==> config.mk <==
export PLATFORM = sky130hd
export DESIGN_NAME = decode_stage_pipe
export DESIGN_NICKNAME = d
export VERILOG_FILES = /design/src/rtl/decode_pkg.sv /design/src/rtl/decode_stage_pipe_igen.sv /design/src/rtl/decode_stage_pipe.sv
export SDC_FILE = /design/constraint.sdc
export NUM_CORES = 1
export LEC_CHECK = 0
export BUFFER_PORTS_ARGS = -buffer_cell sky130_fd_sc_hd__buf_2
export CAP_MARGIN = 20
export CORE_UTILIZATION = 37
export DETAILED_ROUTE_END_ITERATION = 10
export GPL_ROUTABILITY_DRIVEN = 0
export SLEW_MARGIN = 20
export SYNTH_ARGS = -nofsm -noshare
export SYNTH_HDL_FRONTEND = slang
export SYNTH_SLANG_ARGS = --single-unit
export TNS_END_PERCENT = 50
==> constraint.sdc <==
create_clock -name clk -period 1.8 [get_ports clk]
set_input_delay 0.27 -clock clk [delete_from_list [all_inputs] [get_ports clk]]
set_output_delay 0.27 -clock clk [all_outputs]
set_load 0.02 [all_outputs]
==> src/rtl/decode_pkg.sv <==
// RV32I decode definitions: opcodes, instruction classes, decoded payload.
// Pure combinational helpers; no state, no latency.
// Backpressure: not applicable.
package decode_pkg;

    localparam logic [6:0] OP_LUI    = 7'b0110111;
    localparam logic [6:0] OP_AUIPC  = 7'b0010111;
    localparam logic [6:0] OP_JAL    = 7'b1101111;
    localparam logic [6:0] OP_JALR   = 7'b1100111;
    localparam logic [6:0] OP_BRANCH = 7'b1100011;
    localparam logic [6:0] OP_LOAD   = 7'b0000011;
    localparam logic [6:0] OP_STORE  = 7'b0100011;
    localparam logic [6:0] OP_OPIMM  = 7'b0010011;
    localparam logic [6:0] OP_OP     = 7'b0110011;
    localparam logic [6:0] OP_FENCE  = 7'b0001111;
    localparam logic [6:0] OP_SYSTEM = 7'b1110011;

    typedef enum logic [3:0] {
        CLS_NONE   = 4'd0,
        CLS_LUI    = 4'd1,
        CLS_AUIPC  = 4'd2,
        CLS_JAL    = 4'd3,
        CLS_JALR   = 4'd4,
        CLS_BRANCH = 4'd5,
        CLS_LOAD   = 4'd6,
        CLS_STORE  = 4'd7,
        CLS_OPIMM  = 4'd8,
        CLS_OP     = 4'd9,
        CLS_FENCE  = 4'd10,
        CLS_SYSTEM = 4'd11
    } insn_class_e;

    typedef struct packed {
        logic [31:0] pc;
        logic [31:0] insn;
        logic [6:0]  opcode;
        logic [4:0]  rd;
        logic [4:0]  rs1;
        logic [4:0]  rs2;
        logic [2:0]  funct3;
        logic [6:0]  funct7;
        logic [4:0]  shamt;
        logic [31:0] imm;
        insn_class_e itype;
        logic        illegal;
    } dec_payload_t;

    function automatic insn_class_e classify(input logic [6:0] opc);
        insn_class_e c;
        case (opc)
            OP_LUI:    c = CLS_LUI;
            OP_AUIPC:  c = CLS_AUIPC;
            OP_JAL:    c = CLS_JAL;
            OP_JALR:   c = CLS_JALR;
            OP_BRANCH: c = CLS_BRANCH;
            OP_LOAD:   c = CLS_LOAD;
            OP_STORE:  c = CLS_STORE;
            OP_OPIMM:  c = CLS_OPIMM;
            OP_OP:     c = CLS_OP;
            OP_FENCE:  c = CLS_FENCE;
            OP_SYSTEM: c = CLS_SYSTEM;
            default:   c = CLS_NONE;
        endcase
        return c;
    endfunction

    function automatic logic is_illegal(input logic [31:0] insn);
        logic [2:0] f3;
        logic [6:0] f7;
        logic       ill;
        f3  = insn[14:12];
        f7  = insn[31:25];
        ill = 1'b0;
        // Every valid opcode ends in 2'b11, so a bad low pair also falls into default.
        case (insn[6:0])
            OP_LUI, OP_AUIPC, OP_JAL, OP_FENCE: ill = 1'b0;
            OP_JALR:   ill = (f3 != 3'b000);
            OP_BRANCH: ill = (f3 == 3'b010) || (f3 == 3'b011);
            OP_LOAD:   ill = (f3 == 3'b011) || (f3 == 3'b110) || (f3 == 3'b111);
            OP_STORE:  ill = (f3 > 3'b010);
            OP_OP:     ill = !((f7 == 7'b0000000) ||
                               ((f7 == 7'b0100000) && ((f3 == 3'b000) || (f3 == 3'b101))));
            OP_OPIMM: begin
                if (f3 == 3'b001)
                    ill = (f7 != 7'b0000000);
                else if (f3 == 3'b101)
                    ill = !((f7 == 7'b0000000) || (f7 == 7'b0100000));
                else
                    ill = 1'b0;
            end
            OP_SYSTEM: ill = (insn != 32'h0000_0073) && (insn != 32'h0010_0073);
            default:   ill = 1'b1;
        endcase
        return ill;
    endfunction

    function automatic dec_payload_t decode_payload(input logic [31:0] insn,
                                                    input logic [31:0] pc,
                                                    input logic [31:0] imm);
        dec_payload_t p;
        p         = '0;
        p.pc      = pc;
        p.insn    = insn;
        p.opcode  = insn[6:0];
        p.rd      = insn[11:7];
        p.rs1     = insn[19:15];
        p.rs2     = insn[24:20];
        p.funct3  = insn[14:12];
        p.funct7  = insn[31:25];
        p.shamt   = insn[24:20];
        p.imm     = imm;
        p.itype   = classify(insn[6:0]);
        p.illegal = is_illegal(insn);
        return p;
    endfunction

endpackage

==> src/rtl/decode_stage_pipe_igen.sv <==
// RV32I immediate generator: sign-extended I/S/B/U/J immediates, 0 otherwise.
// Latency: combinational.
// Backpressure: not applicable.
module igen
    import decode_pkg::*;
(
    input  logic [31:0] insn,
    output logic [31:0] imm
);

    always_comb begin
        imm = '0;
        case (insn[6:0])
            OP_LOAD, OP_OPIMM, OP_JALR, OP_SYSTEM, OP_FENCE:
                imm = {{20{insn[31]}}, insn[31:20]};
            OP_STORE:
                imm = {{20{insn[31]}}, insn[31:25], insn[11:7]};
            OP_BRANCH:
                imm = {{19{insn[31]}}, insn[31], insn[7], insn[30:25], insn[11:8], 1'b0};
            OP_LUI, OP_AUIPC:
                imm = {insn[31:12], 12'b0};
            OP_JAL:
                imm = {{11{insn[31]}}, insn[31], insn[19:12], insn[20], insn[30:21], 1'b0};
            default:
                imm = '0;
        endcase
    end

endmodule

==> src/rtl/decode_stage_pipe.sv <==
// Registered RV32I decode stage between fetch and execute.
// Latency: 1 cycle from accept to valid_o.
// Backpressure: valid/ready; optional 2-entry skid makes ready_o a flop, flush drops everything.
module decode_stage_pipe
    import decode_pkg::*;
#(
    parameter int DWIDTH  = 32,
    parameter int AWIDTH  = 32,
    parameter bit SKID_EN = 1'b1
) (
    input  logic              clk,
    input  logic              rst,
    input  logic              valid_i,
    output logic              ready_o,
    input  logic [DWIDTH-1:0] insn_i,
    input  logic [AWIDTH-1:0] pc_i,
    input  logic              flush_i,
    output logic              valid_o,
    input  logic              ready_i,
    output logic [AWIDTH-1:0] pc_o,
    output logic [DWIDTH-1:0] insn_o,
    output logic [6:0]        opcode_o,
    output logic [4:0]        rd_o,
    output logic [4:0]        rs1_o,
    output logic [4:0]        rs2_o,
    output logic [2:0]        funct3_o,
    output logic [6:0]        funct7_o,
    output logic [4:0]        shamt_o,
    output logic [DWIDTH-1:0] imm_o,
    output logic [3:0]        itype_o,
    output logic              illegal_o
);

    if (DWIDTH != 32) begin : g_bad_dwidth
        $error("decode_stage_pipe: DWIDTH must be 32");
    end
    if (AWIDTH < 1 || AWIDTH > 32) begin : g_bad_awidth
        $error("decode_stage_pipe: AWIDTH must be 1..32");
    end

    logic [31:0]  imm_dec;
    logic [31:0]  pc_ext;
    dec_payload_t in_pl;

    igen u_igen (
        .insn (insn_i[31:0]),
        .imm  (imm_dec)
    );

    assign pc_ext = 32'(pc_i);
    assign in_pl  = decode_payload(insn_i[31:0], pc_ext, imm_dec);

    logic         out_vld;
    dec_payload_t out_pl;
    logic         skid_vld;
    dec_payload_t skid_pl;
    logic         rdy_q;

    logic accept;
    logic xfer;
    logic out_vld_nx;
    logic skid_vld_nx;
    logic load_out;
    logic load_out_skid;
    logic load_skid;

    assign ready_o = SKID_EN ? rdy_q : (~out_vld | ready_i);
    assign accept  = valid_i & ready_o;
    assign xfer    = out_vld & ready_i;

    // With the skid full ready_o is low, so accept and skid drain never coincide.
    always_comb begin
        out_vld_nx    = out_vld;
        skid_vld_nx   = skid_vld;
        load_out      = 1'b0;
        load_out_skid = 1'b0;
        load_skid     = 1'b0;
        if (skid_vld) begin
            if (xfer) begin
                load_out_skid = 1'b1;
                out_vld_nx    = 1'b1;
                skid_vld_nx   = 1'b0;
            end
        end else if (accept) begin
            if (SKID_EN && out_vld && !ready_i) begin
                load_skid   = 1'b1;
                skid_vld_nx = 1'b1;
            end else begin
                load_out   = 1'b1;
                out_vld_nx = 1'b1;
            end
        end else if (xfer) begin
            out_vld_nx = 1'b0;
        end
    end

    always_ff @(posedge clk) begin
        if (rst) begin
            out_vld  <= 1'b0;
            skid_vld <= 1'b0;
            out_pl   <= '0;
            skid_pl  <= '0;
            rdy_q    <= 1'b1;
        end else if (flush_i) begin
            out_vld  <= 1'b0;
            skid_vld <= 1'b0;
            rdy_q    <= 1'b1;
        end else begin
            out_vld  <= out_vld_nx;
            skid_vld <= skid_vld_nx;
            rdy_q    <= ~skid_vld_nx;
            if (load_out)
                out_pl <= in_pl;
            else if (load_out_skid)
                out_pl <= skid_pl;
            if (load_skid)
                skid_pl <= in_pl;
        end
    end

    assign valid_o   = out_vld;
    assign pc_o      = out_pl.pc[AWIDTH-1:0];
    assign insn_o    = out_pl.insn;
    assign opcode_o  = out_pl.opcode;
    assign rd_o      = out_pl.rd;
    assign rs1_o     = out_pl.rs1;
    assign rs2_o     = out_pl.rs2;
    assign funct3_o  = out_pl.funct3;
    assign funct7_o  = out_pl.funct7;
    assign shamt_o   = out_pl.shamt;
    assign imm_o     = out_pl.imm;
    assign itype_o   = out_pl.itype;
    assign illegal_o = out_pl.illegal;

endmodule
==> results.py <==
metrics = {
    "outcome": {
        "run_status": "complete, no violations",
    },
    "power": {
        "power.internal_mw": 8.68,
        "p_leak_nw": 4.79,
        "p_switching_mw": 3.11,
        "power.share.switching": 0.264,
        "pwr-share-seq": 0.409,
        "power.combinational.fraction": 0.143,
        "clock_power_share": 0.448,
        "ir_drop_v": 0.000593,
        "pwr_density_cell_mw_per_mm2": 966,
    },
    "hold_path": {
        "min_path_type": "input port to register",
    },
    "cts": {
        "cts-htree-levels": 1,
        "cts_num_sinks": 205,
        "clk-insertion-delay-late_ps": 520,
        "clkTransAtPathRegs_ps": 60,
        "cts-root-buf": "sky130_fd_sc_hd__clkbuf_16",
        "cts_max_path_buffers": 3,
        "tritoncts_clock_tree": "built",
        "cts_buffers": 23,
    },
    "die": {
        "floorplan.rows": 56,
        "ios": 209,
        "floorplan.initialDensity": 0.383,
        "die_h_um": 159,
        "fp.coreArea_mm2": 0.0238,
        "chipWidth_um": 159,
        "design.die.area_mm2": 0.0252,
    },
    "routing": {
        "ant_nets": 0,
        "vias": 8903,
        "drc": 0,
        "vias_per_cell": 5.21,
        "drt-initial-drc-count": 598,
        "wirelength_um": 27600,
        "routed_wire_length_per_instance_um": 16.2,
        "drt_pass1_iterations": 7,
    },
    "timing": {
        "setup_viol": 0,
        "max_freq_mhz": 574,
        "timing.final.crit_period_ps": 1740,
        "fin_crit_sh": 0.968,
        "final_critical_path_setup_slack_ps": 57.2,
        "report.final.hold_viol_count": 0,
        "max_slew.worst_pin.slew_ps": 755,
        "totalNegativeSetupSlack_ps": 0,
        "maxSlewViolCount": 0,
        "rsz0062_at_grt": "true",
        "maxSlewHeadroom": 0.497,
        "worst_clock_skew_ps": 12.9,
    },
    "critical_path": {
        "type_of_the_worst_setup_path": "register to register",
        "endpoint_kind": "register",
        "timing.critical_path.slowest_cell_delay_ps": 320,
        "critical_path_peak_fanout": 23,
        "critical_path.slowest_cell": "sky130_fd_sc_hd__dfxtp_2",
        "path_cells": "nand3b_4 > a211oi_4 > buf_6 > buf_12 > buf_16 > nor2_1 > a311oi_1",
        "worstPathArrival_ps": 2160,
        "startpoint_type_of_the_worst_setup_path": "register",
        "required_ps": 2220,
    },
    "placed_design": {
        "detailedPlacementHpwl_um": 18100,
        "dp_slack_ps": -227,
        "port_buffers": 208,
    },
    "layout": {
        "layout_commonest_cell": "sky130_fd_sc_hd__nand2_1",
        "drive_gt1_frac": 0.292,
        "layout.area.seq_mm2": 0.00411,
        "layout_common_cells": "sky130_fd_sc_hd__nand2_1 (312), sky130_fd_sc_hd__buf_2 (207), sky130_fd_sc_hd__dfxtp_1 (202)",
        "syn2layout_area_growth_pct": 34.2,
        "layout.core_utilization": 0.513,
        "nNetsFinal": 1441,
        "final.fill_count": 2256,
        "antennaDiodeCount": 0,
        "multiInputGateArea_mm2": 0.00430,
    },
    "synth": {
        "synth.cell_area_mm2": 0.00909,
        "synth-edff-count": 0,
        "yosys_warnings": 0,
        "post_synth_num_cell_types": 55,
        "synthesis.area_per_instance_um2": 7.99,
        "yosys_register_bits": 205,
        "synth_nets": 1207,
        "share_of_synthesized_registers_carrying_an_async_set_or_reset": 0,
        "synthesis.instances": 1138,
        "synth_sequential_area_ratio": 0.452,
        "synth_ff_type": "sky130_fd_sc_hd__dfxtp_1",
    },
    "global_routing": {
        "largest_net_degree_at_the_start_of_global_routing": 84,
        "antenna_found_initial": 0,
        "grt_util_all_layers": 0.211,
        "grt_pass1_wl_um": 43900,
        "gr-total-overflow": 0,
        "grt_pass1_vias": 8214,
    },
    "run": {
        "timing.max_cap.violations": 0,
    },
}
## what timing repair did
| item | CTS | global route |
|---|---|---|
| pin swaps | 0 | 13 |
| hold buffers | 31 | 0 |
| gates cloned | 0 | 2 |
| endpoints found under the setup margin | 36 | 44 |
| gates resized for setup | 1 | 12 |
| endpoints found under the hold margin | 31 | 0 |
| setup buffers | 0 | 4 |
## routing by layer
layer	share of wire	wire length [um]	global-route usage
met5	0	0	0
met3	0.064	1760	0.0350
met2	0.45	12500	0.334
met1	0.47	12900	0.297
met4	0.016	446	0.0508
## power groups by stage
stage	Combinational (mW)	Clock (mW)	Sequential (mW)
floorplan	0.783	0	5.08
global placement	1.59	0	4.91
detailed placement	1.60	0	4.92
CTS	1.66	5.39	4.82
global route	1.83	5.58	4.83
finish	1.69	5.28	4.82
## final cells by class
class | count | share of cell area
timing repair buffer | 350 | 0.208
inverter | 2 | 0.000616
tap | 319 | 0.0327
clock inverter | 15 | 0.0196
multi-input combinational | 790 | 0.353
sequential | 205 | 0.337
clock buffer | 27 | 0.0501
## kinds of logic after synthesis
group                  Yosys count  synth area share
AO/OA/AOI/OAI                  272             0.227
buffers and inverters          143            0.0815
flip-flops                     205             0.452
AND/OR/NAND/NOR                517             0.238
XOR/XNOR                         1           0.00179
## synthesized netlist by cell type (2+ instances only)
library cell | count | share of area
sky130_fd_sc_hd__nor2_1 | 116 | 0.048
sky130_fd_sc_hd__buf_6 | 2 | 0.0025
sky130_fd_sc_hd__buf_2 | 24 | 0.013
sky130_fd_sc_hd__inv_1 | 2 | 0.00083
sky130_fd_sc_hd__nand4b_1 | 3 | 0.0029
sky130_fd_sc_hd__buf_1 | 3 | 0.0012
sky130_fd_sc_hd__a211o_1 | 5 | 0.0048
sky130_fd_sc_hd__nand3b_1 | 3 | 0.0025
sky130_fd_sc_hd__a221oi_2 | 10 | 0.017
sky130_fd_sc_hd__nand3_1 | 18 | 0.0099
sky130_fd_sc_hd__nand2b_1 | 8 | 0.0055
sky130_fd_sc_hd__a211oi_1 | 9 | 0.0074
sky130_fd_sc_hd__nor3_1 | 14 | 0.0077
sky130_fd_sc_hd__a311oi_2 | 3 | 0.0050
sky130_fd_sc_hd__o21ai_0 | 22 | 0.012
sky130_fd_sc_hd__a21oi_2 | 3 | 0.0029
sky130_fd_sc_hd__nor4_1 | 10 | 0.0069
sky130_fd_sc_hd__or2_1 | 2 | 0.0014
sky130_fd_sc_hd__o21bai_1 | 2 | 0.0017
sky130_fd_sc_hd__dfxtp_1 | 205 | 0.45
sky130_fd_sc_hd__clkbuf_1 | 69 | 0.029
sky130_fd_sc_hd__a21oi_1 | 92 | 0.051
sky130_fd_sc_hd__a211oi_2 | 11 | 0.015
sky130_fd_sc_hd__o21ai_1 | 7 | 0.0039
sky130_fd_sc_hd__buf_4 | 42 | 0.035
sky130_fd_sc_hd__a311oi_1 | 84 | 0.081
sky130_fd_sc_hd__a221oi_1 | 7 | 0.0067
sky130_fd_sc_hd__o211a_1 | 2 | 0.0022
sky130_fd_sc_hd__nand2_1 | 313 | 0.13
sky130_fd_sc_hd__a31oi_1 | 3 | 0.0021
sky130_fd_sc_hd__and2_1 | 2 | 0.0014
sky130_fd_sc_hd__and3_1 | 4 | 0.0028
sky130_fd_sc_hd__nor2b_1 | 4 | 0.0028
sky130_fd_sc_hd__or3_1 | 12 | 0.0083
sky130_fd_sc_hd__o211ai_1 | 2 | 0.0017
## path summary, 6_finish.rpt
path | from | end | slack, ps | cells past startpoint
max | skid_vld | itype_o[2] | 60 | 7
min | insn_i[0] | skid_pl[74] | 20 | 3
max reg2reg | skid_vld | itype_o[2] | 60 | 7
min reg2reg | skid_pl[98] | skid_pl[98] | 450 | 2
## registers in the layout, indices dropped and copies added (netlist names)
signal / flops
pc_o: 32
skid_pl: 101
insn_o: 32
illegal_o: 1
imm_o: 32
itype_o: 4
valid_o: 1
skid_vld: 1
ready_o: 1
## through the flow
stage	instance area, um2	hold WS, ps	total power, mW	instances
2_1_floorplan	9090	342	5.87	1138
3_3_place_gp	10900	442	6.50	1629
3_5_place_dp	10900	447	6.51	1629
4_1_cts	12000	3.24	11.9	1702
5_1_grt	12200	17.3	12.2	1708
6_report	12200	20.9	11.8	1708
## critical path, delay by kind of cell (launching register included)
kind / cells / cell delay [ps]
compound gates: 2 / 580
simple gates: 2 / 270
flops: 1 / 320
buf+inv: 3 / 450
No activity file was read; power rests on OpenSTA's default activity.
